`config.mk`:
```
export PLATFORM = sky130hd
export DESIGN_NAME = sprite_blitter_flat
export DESIGN_NICKNAME = d
export VERILOG_FILES = /design/src/rtl/sprite_blitter_if.sv /design/src/rtl/sprite_blitter.sv /design/src/flat_wrapper.sv
export SDC_FILE = /design/constraint.sdc
export NUM_CORES = 1
export LEC_CHECK = 0
export BUFFER_PORTS_ARGS = -buffer_cell sky130_fd_sc_hd__buf_4
export CELL_PAD_IN_SITES_DETAIL_PLACEMENT = 2
export CELL_PAD_IN_SITES_GLOBAL_PLACEMENT = 2
export CORE_MARGIN = 10
export CORE_UTILIZATION = 31
export DETAILED_ROUTE_END_ITERATION = 6
export PLACE_DENSITY = 0.84
export SLEW_MARGIN = 20
export SYNTH_ARGS = -nofsm -noshare
export SYNTH_HDL_FRONTEND = slang
export SYNTH_SLANG_ARGS = --single-unit
```
`constraint.sdc`:
```
create_clock -name CLOCK_50 -period 2.62 [get_ports CLOCK_50]
set_clock_uncertainty 0.1 [all_clocks]
set_input_delay 0.262 -clock CLOCK_50 [delete_from_list [all_inputs] [get_ports CLOCK_50]]
set_output_delay 0.262 -clock CLOCK_50 [all_outputs]
set_load 0.05 [all_outputs]
```
`src/rtl/sprite_blitter_if.sv`:
```
// Request, sprite ROM and pixel-write signals of the sprite blitter.
// master = requester/ROM/VGA side, slave = blitter.
interface sprite_blitter_if #(
  parameter int ADDR_W = 15
);
  logic              start;
  logic              mode;
  logic [7:0]        x0;
  logic [6:0]        y0;
  logic [7:0]        w;
  logic [6:0]        h;
  logic [2:0]        fill_colour;
  logic [ADDR_W-1:0] rom_addr;
  logic [2:0]        rom_data;
  logic [7:0]        x;
  logic [6:0]        y;
  logic [2:0]        colour;
  logic              plot;
  logic              busy;
  logic              done;

  modport master (
    output start, mode, x0, y0, w, h, fill_colour, rom_data,
    input  rom_addr, x, y, colour, plot, busy, done
  );

  modport slave (
    input  start, mode, x0, y0, w, h, fill_colour, rom_data,
    output rom_addr, x, y, colour, plot, busy, done
  );
endinterface

```
`src/rtl/sprite_blitter.sv`:
```
// Raster-scans a w x h rectangle, one pixel slot per cycle, as a solid fill or a sprite-ROM copy.
// Pixel slot lags issue by one cycle to line up with synchronous ROM data; no backpressure, start only taken in IDLE.
module sprite_blitter #(
  parameter int       SCREEN_W    = 160,
  parameter int       SCREEN_H    = 120,
  parameter int       ADDR_W      = 15,
  parameter int       TRANSP_EN   = 1,
  parameter bit [2:0] TRANSPARENT = 3'b111
) (
  input  logic             CLOCK_50,
  input  logic             reset,
  sprite_blitter_if.slave  bus
);
  typedef enum logic [1:0] {IDLE, RUN, FLUSH, DONE} state_t;

  state_t            state_q, state_d;
  logic [7:0]        i_q, i_d, x0_q, x0_d, w_q, w_d, x_q, x_d;
  logic [6:0]        j_q, j_d, y0_q, y0_d, h_q, h_d, y_q, y_d;
  logic              mode_q, mode_d;
  logic [2:0]        fill_q, fill_d;
  logic [ADDR_W-1:0] addr_q, addr_d;
  logic              pix_q, pix_d;
  logic              busy_q, busy_d;
  logic              done_q, done_d;
  logic [8:0]        px;
  logic [7:0]        py;
  logic              transparent;

  always_comb begin
    state_d = state_q;
    i_d     = i_q;
    j_d     = j_q;
    x0_d    = x0_q;
    y0_d    = y0_q;
    w_d     = w_q;
    h_d     = h_q;
    mode_d  = mode_q;
    fill_d  = fill_q;
    addr_d  = addr_q;
    x_d     = x_q;
    y_d     = y_q;
    pix_d   = 1'b0;
    done_d  = 1'b0;
    px      = {1'b0, x0_q} + {1'b0, i_q};
    py      = {1'b0, y0_q} + {1'b0, j_q};

    case (state_q)
      IDLE: begin
        if (bus.start) begin
          x0_d   = bus.x0;
          y0_d   = bus.y0;
          w_d    = bus.w;
          h_d    = bus.h;
          mode_d = bus.mode;
          fill_d = bus.fill_colour;
          i_d    = '0;
          j_d    = '0;
          addr_d = '0;
          if (bus.w == 8'd0 || bus.h == 7'd0) begin
            state_d = DONE;
            done_d  = 1'b1;
          end else begin
            state_d = RUN;
          end
        end
      end
      RUN: begin
        // Clipping uses the unwrapped sums; the scan carries on regardless.
        pix_d = (px < 9'(SCREEN_W)) && (py < 8'(SCREEN_H));
        x_d   = px[7:0];
        y_d   = py[6:0];
        if (i_q == w_q - 8'd1) begin
          i_d = '0;
          if (j_q == h_q - 7'd1) begin
            state_d = FLUSH;
          end else begin
            j_d    = j_q + 7'd1;
            addr_d = addr_q + 1'b1;
          end
        end else begin
          i_d    = i_q + 8'd1;
          addr_d = addr_q + 1'b1;
        end
      end
      FLUSH: begin
        state_d = DONE;
        done_d  = 1'b1;
      end
      default: state_d = IDLE;
    endcase

    busy_d = (state_d == RUN) || (state_d == FLUSH);
  end

  always_ff @(posedge CLOCK_50 or posedge reset) begin
    if (reset) begin
      state_q <= IDLE;
      i_q     <= '0;
      j_q     <= '0;
      x0_q    <= '0;
      y0_q    <= '0;
      w_q     <= '0;
      h_q     <= '0;
      mode_q  <= 1'b0;
      fill_q  <= '0;
      addr_q  <= '0;
      x_q     <= '0;
      y_q     <= '0;
      pix_q   <= 1'b0;
      busy_q  <= 1'b0;
      done_q  <= 1'b0;
    end else begin
      state_q <= state_d;
      i_q     <= i_d;
      j_q     <= j_d;
      x0_q    <= x0_d;
      y0_q    <= y0_d;
      w_q     <= w_d;
      h_q     <= h_d;
      mode_q  <= mode_d;
      fill_q  <= fill_d;
      addr_q  <= addr_d;
      x_q     <= x_d;
      y_q     <= y_d;
      pix_q   <= pix_d;
      busy_q  <= busy_d;
      done_q  <= done_d;
    end
  end

  // rom_data belongs to the slot being presented, so colour/transparency stay combinational on it.
  assign transparent  = (TRANSP_EN != 0) && mode_q && (bus.rom_data == TRANSPARENT);
  assign bus.colour   = mode_q ? bus.rom_data : fill_q;
  assign bus.plot     = pix_q && !transparent;
  assign bus.rom_addr = addr_q;
  assign bus.x        = x_q;
  assign bus.y        = y_q;
  assign bus.busy     = busy_q;
  assign bus.done     = done_q;
endmodule

```
`src/flat_wrapper.sv`:
```
// flat-port wrapper written by rule: the top's interface ports become plain ports
module sprite_blitter_flat 
#(
  parameter int       SCREEN_W    = 160,
  parameter int       SCREEN_H    = 120,
  parameter int       ADDR_W      = 15,
  parameter int       TRANSP_EN   = 1,
  parameter bit [2:0] TRANSPARENT = 3'b111
)
  (CLOCK_50, reset, bus_start, bus_mode, bus_x0, bus_y0, bus_w, bus_h, bus_fill_colour, bus_rom_data, bus_rom_addr, bus_x, bus_y, bus_colour, bus_plot, bus_busy, bus_done);
  sprite_blitter_if #(.ADDR_W(ADDR_W)) bus_i ();
  input  logic CLOCK_50;
  input  logic reset;
  input wire logic [$bits(bus_i.start)-1:0] bus_start;
  input wire logic [$bits(bus_i.mode)-1:0] bus_mode;
  input wire logic [$bits(bus_i.x0)-1:0] bus_x0;
  input wire logic [$bits(bus_i.y0)-1:0] bus_y0;
  input wire logic [$bits(bus_i.w)-1:0] bus_w;
  input wire logic [$bits(bus_i.h)-1:0] bus_h;
  input wire logic [$bits(bus_i.fill_colour)-1:0] bus_fill_colour;
  input wire logic [$bits(bus_i.rom_data)-1:0] bus_rom_data;
  output wire logic [$bits(bus_i.rom_addr)-1:0] bus_rom_addr;
  output wire logic [$bits(bus_i.x)-1:0] bus_x;
  output wire logic [$bits(bus_i.y)-1:0] bus_y;
  output wire logic [$bits(bus_i.colour)-1:0] bus_colour;
  output wire logic [$bits(bus_i.plot)-1:0] bus_plot;
  output wire logic [$bits(bus_i.busy)-1:0] bus_busy;
  output wire logic [$bits(bus_i.done)-1:0] bus_done;
  assign bus_i.start = bus_start;
  assign bus_i.mode = bus_mode;
  assign bus_i.x0 = bus_x0;
  assign bus_i.y0 = bus_y0;
  assign bus_i.w = bus_w;
  assign bus_i.h = bus_h;
  assign bus_i.fill_colour = bus_fill_colour;
  assign bus_i.rom_data = bus_rom_data;
  assign bus_rom_addr = bus_i.rom_addr;
  assign bus_x = bus_i.x;
  assign bus_y = bus_i.y;
  assign bus_colour = bus_i.colour;
  assign bus_plot = bus_i.plot;
  assign bus_busy = bus_i.busy;
  assign bus_done = bus_i.done;
  sprite_blitter #(.SCREEN_W(SCREEN_W), .SCREEN_H(SCREEN_H), .ADDR_W(ADDR_W), .TRANSP_EN(TRANSP_EN), .TRANSPARENT(TRANSPARENT)) u_core (.CLOCK_50(CLOCK_50), .reset(reset), .bus(bus_i));
endmodule
```
After elaboration in Yosys (flattened, before gate mapping)
Cells that the tools add are included.

word-level totals
  flip-flop bits (word level) = 84
  output and inout bits = 36

cells by class
  add/sub/neg operators = 7
  $lt $le $gt $ge = 2
  equal/unequal tests = 11
  multiplexer cells = 21
  reductions and logical operators = 14

operators by type and width
  cell                                                                   number
  15-bit 2-to-1 mux                                                      3
  15-bit one-hot mux with 2 select lines                                 1
  7-bit 2-to-1 mux                                                       3
  8-bit 2-to-1 mux                                                       2
  8-bit one-hot mux with 2 select lines                                  1
  15-bit by 1-bit adder with 15-bit output (second input constant)       1
  7-bit one-hot mux with 2 select lines                                  1
  8-bit by 8-bit adder with 9-bit output                                 1
  9-bit by 8-bit < comparator with 1-bit output (second input constant)  1
  7-bit by 7-bit adder with 8-bit output                                 1
  8-bit by 1-bit adder with 8-bit output (second input constant)         1
  8-bit == test                                                          1
  8-bit zero test                                                        1
  8-bit by 7-bit < comparator with 1-bit output (second input constant)  1
  2-bit 2-to-1 mux                                                       4
  8-bit by 1-bit subtractor with 8-bit output (second input constant)    1
  7-bit by 1-bit adder with 7-bit output (second input constant)         1
  7-bit == test                                                          1
  7-bit zero test                                                        1
  7-bit by 1-bit subtractor with 7-bit output (second input constant)    1
  2-bit one-hot mux with 3 select lines                                  1
  2-bit by 1-bit == test with 1-bit output (second input constant)       2
  2-bit == test (second input constant)                                  2
  2-bit inequality test (second input constant)                          2
  other kinds (14)                                                       20

Longest topological paths before layout
Gate-level depths: netlist (run 1).

  depth after elaboration = 7
  depth in mapped cells = 12
  mapped depth without buffers = 9

Least setup slack after synthesis (run 1)
OpenSTA, ideal clock, no wires.

  path kind = reg2reg
  start = reg u_core.w_q[0]
  end = reg u_core.addr_q[4], in the netlist u_core.bus.rom_addr[4]
  data arrival time = 2.347 ns
  required time = 2.442 ns
  path slack = 0.095 ns
  stages on the path, launching flop included = 13
  buffers on the path = 3
  clock period less this slack = 2.525 ns
  cell sequence = dfrtp_1 inv_1 ha_1 o21ba_2 a221oi_1 a41o_1 o2111a_2 and3_1 buf_2 buf_6 buf_2 o21ai_0 a21oi_1

on the way
  cells in the longest elaborated chain, start to end = 4
  elaborated cells between the ends (all ways) = 6

ends and longest elaborated chain
  element                                                                                         line                   RTL
  start, declared                                                                                 sprite_blitter.sv:17   logic [7:0] i_q, i_d, x0_q, x0_d, w_q, w_d, x_q, x_d;
  start signal, assigned                                                                          sprite_blitter.sv:118  w_q <= w_d;
  8-bit by 1-bit subtractor with 8-bit output (*)                                                 sprite_blitter.sv:72   if (i_q == w_q - 8'd1) begin
  8-bit == test (*)                                                                               sprite_blitter.sv:72
  3-bit inequality test (no source line) or 15-bit 2-to-1 mux (tied branches)                     n/a
  3-bit AND reduction (no source line) or 15-bit one-hot mux with 2 select lines (tied branches)  n/a
  end signal, assigned                                                                            sprite_blitter.sv:122  addr_q <= addr_d;
  end, declared                                                                                   sprite_blitter.sv:21   logic [ADDR_W-1:0] addr_q, addr_d;

Mark *: on every way between the ends. The rest lies on a longest branch, timed or not.
A chain may end at the register's enable or synchronous reset.

Worst setup path after layout (run 1)
  start = reg u_core.w_q[4]
  end = reg u_core.addr_q[13], in the netlist u_core.bus.rom_addr[13]

Same word-level chain as after synthesis.

==> results.toml, run 1 <==
[critical_path]
crit_family = "simple AND/OR/NAND/NOR gates"
crit_cells = 7
r2r_cells = 7
critPathKind = "flip-flop to flip-flop"
crit_buf_inv = 0
worstSetupEndpointType = "flip-flop"
max_stage_delay_ns = 0.50
cp_slowest_cell = "or4_4"
cp-start-kind = "flip-flop"
worstPathArrival_ns = 2.76
crit_chain = "or3_4 > o311ai_2 > a21oi_1 > o2111a_2 > and3_4 > or4_4 > a21oi_2"
path_max_fanout = 13
cp.required_ns = 2.80

[route]
via_per_inst = 5.37
wl_per_cell_microns = 21.8
first_iter_violations = 142
firstDrtPassIters = 4
vias = 4421
ant_nets = 0
drcViolationCount = 0
wl_mm = 17.9

[die]
core_sq_mm = 0.0147
die_h_microns = 143
die-area_sq_mm = 0.0205
initial_core_util = 0.319
ios = 76
die_w_microns = 143
core.rowCount = 44

[timing]
period_needed_ns = 2.57
tightest_slew_ns = 0.603
hold_violations = 0
relSlewSlack = 0.593
fin_crit_sh = 0.982
setup_slack_ns = 0.0460
hold_slack_ns = 0.000776
maxSlewViolCount = 0
max_clock_freq_ghz = 0.389
tns_ns = 0
rsz0062_at_grt = "true"
setup_viol = 0

[synthesis]
synth_nets = 596
synth_ff_type = "dfrtp_1"
ys_ff_latch = 84
yosysTopAreaCell = "dfrtp_1"
synth_edf_count = 0
synthDistinctLibCells = 50
synth_area_sq_mm = 0.00470
ys_seq_area_frac = 0.448
syn_avg_cell_area_sq_um = 8.79
ys_warn_count = 0
synth_cells = 534
async_flop_share = 1.00
synthTopCellsByArea = "dfrtp_1, nand2_1, ha_1, xnor2_1, o21ai_0"
synthTopCellsByCount = "nand2_1, dfrtp_1, o21ai_0"
synth_top_cell_area_share = 0.448
synthMostInstantiatedCell = "nand2_1"

[status]
status = "complete, no violations"

[global_route]
grtUsageTotal = 0.169
antenna_found_initial = 0
grt_pass1_wl_mm = 27.4
grt-ovfl-total = 0
first_global_vias = 4955
grt_start_max_net_pins = 58

[job]
max_cap_violations = 0

[layout]
final_cell_count_no_fill = 823
diodes = 0
nets = 696
areaGrowthSynthToFinish_pct = 30.9
fill_cells = 1594
final_layout_size_suffix_gt1_frac = 0.264

[clocking]
cts_made_buffers = 9
cts_tree = "done"
htree_levels = 3
ctsRootBufferMaster = "clkbuf_16"
clk_path_buf_depth = 2
numClockSinks = 84
clock_latency_ns = 0.36
clk_pin_slew_worst_paths_ns = 0.06

[placed_design]
dp_hpwl_mm = 12.0
portBuffers = 75
dp_cells = 795
pre_cts_ws_ns = -0.0328
gp_congestion = 0.784

[power_and_ir_drop]
max-vdd-ir-drop_mv = 0.490
power_uw = 7580
p_leak_uw = 0.00290
power_density_mw_per_mm2 = 1230

[hold_path]
min_path_cells = 3
hold_path.class = "input port to flip-flop"
## cell type report
type                    count  area [sq um]  area share
clock buffers              12           256      0.0417
multi-input cells         413          2600       0.424
repair buffers            110           843       0.137
flip-flops and latches     84          2100       0.342
well taps                 184           230      0.0375
clock inverters             4          47.5     0.00774
inverters                  16          61.3     0.00998
## layer usage
metal	routed length, microns	track usage	vias up
li1	-	-	2047
met1	7440	0.187	2274
met2	9450	0.307	80
met3	777	0.0494	20
met4	252	0.0478	0
met5	0	0	-
## sequential cells by signal, indices dropped and copies added (netlist names)
signal               count
u_core.fill_q            3
u_core.bus.rom_addr     15
u_core.bus.done          1
u_core.mode_q            1
u_core.bus.busy          1
u_core.h_q               7
u_core.pix_q             1
u_core.i_q               8
u_core.bus.y             7
u_core.y0_q              7
u_core.w_q               8
u_core.x0_q              8
u_core.state_q           2
u_core.j_q               7
u_core.bus.x             8
## tightest hold or removal path: stages
cell     delay (ns)
buf_4          0.08
nand2_1        0.04
nand2_1        0.05
## layout by cell type, fill, tap and decap left out, types with 5 or more instances in the layout
| cell | synthesis | routed |
|---|---|---|
| nand2_1 | 144 | 144 |
| buf_4 | 0 | 107 |
| dfrtp_1 | 84 | 83 |
| o21ai_0 | 38 | 37 |
| xnor2_1 | 23 | 23 |
| nor2_1 | 21 | 20 |
| ha_1 | 20 | 17 |
| a21oi_1 | 25 | 16 |
| inv_1 | 16 | 15 |
| nand3_1 | 11 | 11 |
| or3_1 | 11 | 11 |
| a21oi_2 | 0 | 9 |
| clkbuf_16 | 0 | 9 |
| nand2b_1 | 8 | 8 |
| o31ai_1 | 8 | 8 |
| xor2_1 | 8 | 7 |
| o21bai_1 | 6 | 6 |
| a21o_1 | 6 | 6 |
| nand4_1 | 6 | 6 |
| or4_1 | 10 | 6 |
| nor4_1 | 6 | 5 |
| nor3_1 | 8 | 5 |
| nor2b_1 | 5 | 5 |
## timing repair
action | 4_1_cts | 5_1_grt
setup endpoints to repair | 7 | 19
gates cloned | 0 | 1
hold buffers | 2 | 0
pin swaps | 3 | 15
buffers inserted | 3 | 7
hold endpoints to repair | 28 | 0
gates resized for setup | 7 | 30
## cells by family (layout without fill, tap and decap cells)
| logic type | after synthesis | in the layout | synth area share |
|---|---|---|---|
| compound gates | 107 | 107 | 0.145 |
| xor+xnor | 31 | 31 | 0.0578 |
| fa+ha+maj | 22 | 22 | 0.0618 |
| buf+inv | 38 | 142 | 0.0325 |
| flops | 84 | 84 | 0.448 |
| mux | 7 | 7 | 0.0160 |
| simple gates | 245 | 246 | 0.239 |
## report_power, final
group          switching, uW  internal, uW  total [uW]
Combinational           2420          1540        3960
Sequential               508          1780        2280
Clock                    546           788        1330
Total                   3470          4110        7580
## per-stage QoR
step | utilization | cell area (sq um)
2_1_floorplan | - | 4700
3_3_place_gp | 0.381 | 5600
3_5_place_dp | 0.381 | 5600
4_1_cts | 0.407 | 5980
5_1_grt | 0.418 | 6150
6_report | 0.418 | 6150
## final timing paths
check | start | to | slack (ns)
worst max register to register | u_core.w_q[4]$_DFFE_PP0P_ | u_core.bus.rom_addr[13]$_DFFE_PP0P_ | 0.05
worst min-delay path | bus_y0[3] | u_core.y0_q[3]$_DFFE_PP0P_ | 0.0008
worst max-delay path | u_core.w_q[4]$_DFFE_PP0P_ | u_core.bus.rom_addr[13]$_DFFE_PP0P_ | 0.05
max in group asynchronous | reset | u_core.bus.rom_addr[13]$_DFFE_PP0P_ | 1.29
min in group asynchronous | reset | u_core.fill_q[1]$_DFFE_PP0P_ | 0.41
worst min register to register | u_core.bus.x[1]$_DFFE_PP0P_ | u_core.bus.x[1]$_DFFE_PP0P_ | 0.38
Power figures use the tool's default switching activity.
==> run 2: changes to the inputs <==
--- a/config.mk
+++ b/config.mk
@@ -11,6 +11,7 @@
 export CORE_MARGIN = 10
 export CORE_UTILIZATION = 31
 export DETAILED_ROUTE_END_ITERATION = 6
+export HOLD_SLACK_MARGIN = 0.12
 export PLACE_DENSITY = 0.84
 export SLEW_MARGIN = 20
 export SYNTH_ARGS = -nofsm -noshare
==> results.toml, run 2 (same netlist as run 1, synthesis figures left out) <==
[layout]
areaGrowthSynthToFinish_pct = 38.1
final_common_cell = "nand2_1"
final_cell_count_no_fill = 855
finish.utilization = 0.441
largest_reg_flops = 15
layout_common_cells = "nand2_1, buf_4, dfrtp_1"
final_layout_size_suffix_gt1_frac = 0.251
nets = 727
fill_cells = 1562

[clocking]
clk_path_buf_depth = 2
clock_latency_ns = 0.37
cts_tree = "done"
htree_levels = 3
cts_made_buffers = 9
clk_pin_slew_worst_paths_ns = 0.07
ctsRootBufferMaster = "clkbuf_16"
numClockSinks = 84

[critical_path]
worstSetupEndpointType = "flip-flop"
cp-start-kind = "flip-flop"
max_stage_delay_ns = 0.44
path_max_fanout = 2
worstSetupEndpoint = "u_core.bus.y[6]$_DFFE_PP0P_"
crit_chain = "ha_2 > fa_2 > a21o_1 > a21oi_2 > o21bai_1 > a21oi_2 > xor2_2 > buf_4 > buf_4 > buf_4 > o21ai_0"
r2r_setup_slack_ns = -0.13
crit_top_cell = "buf_4"
worstPathArrival_ns = 2.90
timing.rr.end = "u_core.bus.y[6]$_DFFE_PP0P_"
crit_buf_inv = 3
crit_family = "compound AO/OA/AOI/OAI gates"
crit_start = "u_core.y0_q[0]$_DFFE_PP0P_"
r2r_cells = 11
cp.required_ns = 2.76
crit_cells = 11
critPathKind = "flip-flop to flip-flop"
cp_slowest_cell = "dfrtp_1"
r2r_start = "u_core.y0_q[0]$_DFFE_PP0P_"

[die]
ios = 76
core.rowCount = 44
initial_core_util = 0.319
die_h_microns = 143
die-area_sq_mm = 0.0205
core_sq_mm = 0.0147
die_w_microns = 143

[status]
violations = "setup timing"
status = "finished, violations left"

[placed_design]
dp_hpwl_mm = 12.0
dp_cells = 795
gp_congestion = 0.784
portBuffers = 75
pre_cts_ws_ns = -0.0328

[route]
wl_mm = 20.9
vias = 4637
wl_per_cell_microns = 24.5
drcViolationCount = 0
via_per_inst = 5.42
ant_nets = 0
first_iter_violations = 249
firstDrtPassIters = 4

[timing]
relSlewSlack = 0.590
period_needed_ns = 2.75
setup_viol = 16
max_clock_freq_ghz = 0.363
hold_violations = 0
tns_ns = -0.970
rsz0062_at_grt = "true"
tightest_slew_ns = 0.607
fin_crit_sh = 1.05
setup_slack_ns = -0.135
maxSlewViolCount = 0

[hold_path]
min_path_cells = 3
hold_path.class = "input port to flip-flop"

[power_and_ir_drop]
p_leak_uw = 0.00304
max-vdd-ir-drop_mv = 0.493
power_uw = 7860
power_density_mw_per_mm2 = 1210

[global_route]
grt_pass1_wl_mm = 29.9
grt_start_max_net_pins = 58
grt-ovfl-total = 0
antenna_found_initial = 1
grtUsageTotal = 0.187
first_global_vias = 5282

[job]
max_cap_violations = 0
==> run 2: report_power, final <==
part           switching [uW]  leakage (uW)  internal, uW
registers                 547       0.00107          1780
logic                    2590       0.00182          1580
clock network             578      0.000149           788
==> run 2: tightest hold or removal path, delay by kind of cell <==
| family | cells | cell delay, ns |
|---|---|---|
| AND/OR/NAND/NOR | 1 | 0.08 |
| buffers and inverters | 1 | 0.14 |
| AO/OA/AOI/OAI | 1 | 0.08 |
==> run 2: worst min-delay path by stage <==
stage	start	to	slack [ns]
finish	bus_start	u_core.state_q[0]$_DFF_PP0_	0.15
global route	bus_start	u_core.state_q[0]$_DFF_PP0_	0.18
CTS	bus_start	u_core.state_q[0]$_DFF_PP0_	0.14
detailed placement	reset	u_core.bus.y[4]$_DFFE_PP0P_	0.23
global placement	reset	u_core.bus.y[4]$_DFFE_PP0P_	0.21
floorplan	bus_fill_colour[0]	u_core.fill_q[0]$_DFFE_PP0P_	0.27
==> run 2: timing repair <==
action,in CTS,in global routing
endpoints found under the setup margin,7,24
hold buffers,35,0
setup buffers,3,5
hold endpoints to repair,61,0
pin swaps,3,14
cloned,0,0
gates resized for setup,7,31
==> run 2: routing by layer <==
metal,vias up,GRT usage,wire [microns]
li1,2110,-,-
met1,2374,0.204,8210
met2,117,0.335,11200
met3,36,0.0524,1020
met4,0,0.0755,495
met5,-,0,0
==> run 2: cell type report <==
class                           count  area, sq um  area share
Inverter                           16         61.3     0.00945
Clock inverter                      4         47.5     0.00733
Antenna cell                        1         2.50    0.000386
Multi-Input combinational cell    412         2610       0.402
Tap cell                          184          230      0.0355
Sequential cell                    84         2100       0.324
Timing Repair Buffer              142         1180       0.182
Clock buffer                       12          256      0.0396
==> run 2: stage by stage <==
step	area, sq um	hold WS, ns
final	6480	0.151
after global routing	6480	0.181
after CTS	6310	0.144
after detailed placement	5600	0.227
after global placement	5600	0.214
after floorplan	4700	0.267
==> run 3: changes to the inputs <==
--- a/config.mk
+++ b/config.mk
@@ -9,10 +9,11 @@
 export CELL_PAD_IN_SITES_DETAIL_PLACEMENT = 2
 export CELL_PAD_IN_SITES_GLOBAL_PLACEMENT = 2
 export CORE_MARGIN = 10
-export CORE_UTILIZATION = 31
+export CORE_UTILIZATION = 32
+export CTS_BUF_LIST = sky130_fd_sc_hd__clkbuf_8
 export DETAILED_ROUTE_END_ITERATION = 6
 export HOLD_SLACK_MARGIN = 0.12
-export PLACE_DENSITY = 0.84
+export PLACE_DENSITY = 0.86
 export SLEW_MARGIN = 20
 export SYNTH_ARGS = -nofsm -noshare
 export SYNTH_HDL_FRONTEND = slang
==> results.toml, run 3 (same netlist as run 1, synthesis figures left out) <==
[placed_design]
pre_cts_ws_ns = -0.106
gp_congestion = 0.785
place_area_sq_mm = 0.00560
portBuffers = 75
dp_hpwl_mm = 12.6

[power_and_ir_drop]
power_density_mw_per_mm2 = 1140
max-vdd-ir-drop_mv = 0.501
p_leak_uw = 0.00301

[critical_path]
r2r_cells = 10
worstPathArrival_ns = 2.79
critPathKind = "flip-flop to flip-flop"
r2r_setup_slack_ns = -0.04
timing.rr.end = "u_core.i_q[5]$_DFFE_PP0P_"
r2r_start = "u_core.w_q[0]$_DFFE_PP0P_"
worstSetupEndpointType = "flip-flop"
cp.required_ns = 2.75
cp-start-kind = "flip-flop"
path_max_fanout = 8

[timing]
maxSlewViolCount = 0
hold_violations = 0
setup_viol = 2
tightest_slew_ns = 0.897
relSlewSlack = 0.402
hold_slack_ns = 0.389
tns_ns = -0.0416
period_needed_ns = 2.66
rsz0062_at_grt = "true"
setup_slack_ns = -0.0353
max_clock_freq_ghz = 0.377
fin_crit_sh = 1.01

[route]
vias = 4618
wl_mm = 19.5
drcViolationCount = 0
wl_per_cell_microns = 22.7
first_iter_violations = 196
firstDrtPassIters = 4
via_per_inst = 5.39
ant_nets = 0

[layout]
final_common_cell = "nand2_1"
layout_common_cells = "nand2_1, buf_4, dfrtp_1"
largest_reg_flops = 15
areaGrowthSynthToFinish_pct = 36.0
final_area_sq_mm = 0.00639
diodes = 0
final_layout_size_suffix_gt1_frac = 0.254
nets = 731

[clocking]
clk_path_buf_depth = 2
clk_pin_slew_worst_paths_ns = 0.09
ctsRootBufferMaster = "clkbuf_8"
htree_levels = 3
clock_latency_ns = 0.38
cts_tree = "done"
numClockSinks = 84
cts_made_buffers = 9

[die]
die_h_microns = 141
ios = 76
die-area_sq_mm = 0.0199
core_sq_mm = 0.0145
core.rowCount = 44
die_w_microns = 141
initial_core_util = 0.324

[hold_path]
min_to = "u_core.bus.y[2]$_DFFE_PP0P_"
min_path_cells = 2
min-delay-start = "u_core.bus.y[2]$_DFFE_PP0P_"
hold_path.class = "flip-flop to flip-flop"

[status]
status = "finished, violations left"
violations = "setup timing"

[global_route]
grt_start_max_net_pins = 51
grt-ovfl-total = 0
grt_pass1_wl_mm = 29.3
antenna_found_initial = 0
first_global_vias = 5219
grtUsageTotal = 0.184

[job]
max_cap_violations = 0
[run 3: cell count changes in the layout (fill, tap and decap cells not counted), sizes merged]
cell | before | now
and3 | 4 | 7
clkbuf | 12 | 10
clkinv | 3 | 4
diode | 1 | 0
dlygate4sd3 | 35 | 36
[run 3: critical path: stages (launching register included)]
cell and delay [ns]:
dfrtp_1 0.38, inv_1 0.07, ha_2 0.23, o21ba_2 0.23
a221oi_2 0.31, a41o_1 0.14, o2111a_2 0.32, buf_4 0.18
nor3_1 0.06, o21ai_0 0.29, o21ai_1 0.18
[run 3: power breakdown]
part | switching, uW | internal (uW)
Sequential | 503 | 1770
Combinational | 2500 | 1560
Clock | 498 | 457
[run 3: worst max path at each step]
stage | startpoint | slack, ns | to
final | u_core.w_q[0]$_DFFE_PP0P_ | -0.04 | u_core.i_q[5]$_DFFE_PP0P_
after global routing | u_core.w_q[3]$_DFFE_PP0P_ | -0.09 | u_core.bus.rom_addr[10]$_DFFE_PP0P_
after CTS | u_core.w_q[4]$_DFFE_PP0P_ | 0.003 | u_core.bus.rom_addr[14]$_DFFE_PP0P_
after detailed placement | u_core.y0_q[0]$_DFFE_PP0P_ | -0.11 | u_core.pix_q$_DFF_PP0_
after global placement | u_core.x0_q[0]$_DFFE_PP0P_ | 0.09 | u_core.pix_q$_DFF_PP0_
after floorplan | reset | 0.09 | u_core.bus.busy$_DFF_PP0_
[run 3: repair_timing]
item | 4_1_cts | 5_1_grt
hold buffers | 36 | 0
buffers inserted | 1 | 8
gates cloned | 0 | 3
hold endpoints to repair | 83 | 0
gates resized for setup | 11 | 29
pin swaps | 6 | 20
setup endpoints to repair | 15 | 26
[run 3: layer usage]
layer  wire length, microns  part of all wire  global-route usage  up-vias
met5                      0                 0                   0        -
met4                    385             0.020              0.0462        0
met3                    818             0.042              0.0460       39
met2                  10300              0.53               0.331      126
met1                   7930              0.41               0.211     2337
li1                       -                 -                   -     2116
[run 3: final cells by class]
cell class	count	area, sq um
Tap cell	184	230
Timing Repair Buffer	143	1180
Clock inverter	5	52.6
Sequential cell	84	2100
Multi-Input combinational cell	415	2630
Clock buffer	10	138
Inverter	16	61.3
Fill cell	1542	8090
[run 3: per-stage QoR]
stage	utilization	power, uW	std cells
after floorplan	-	4530	534
after global placement	0.387	5540	795
after detailed placement	0.387	5860	795
after CTS	0.429	6960	847
after global routing	0.441	7760	857
final	0.441	7280	857
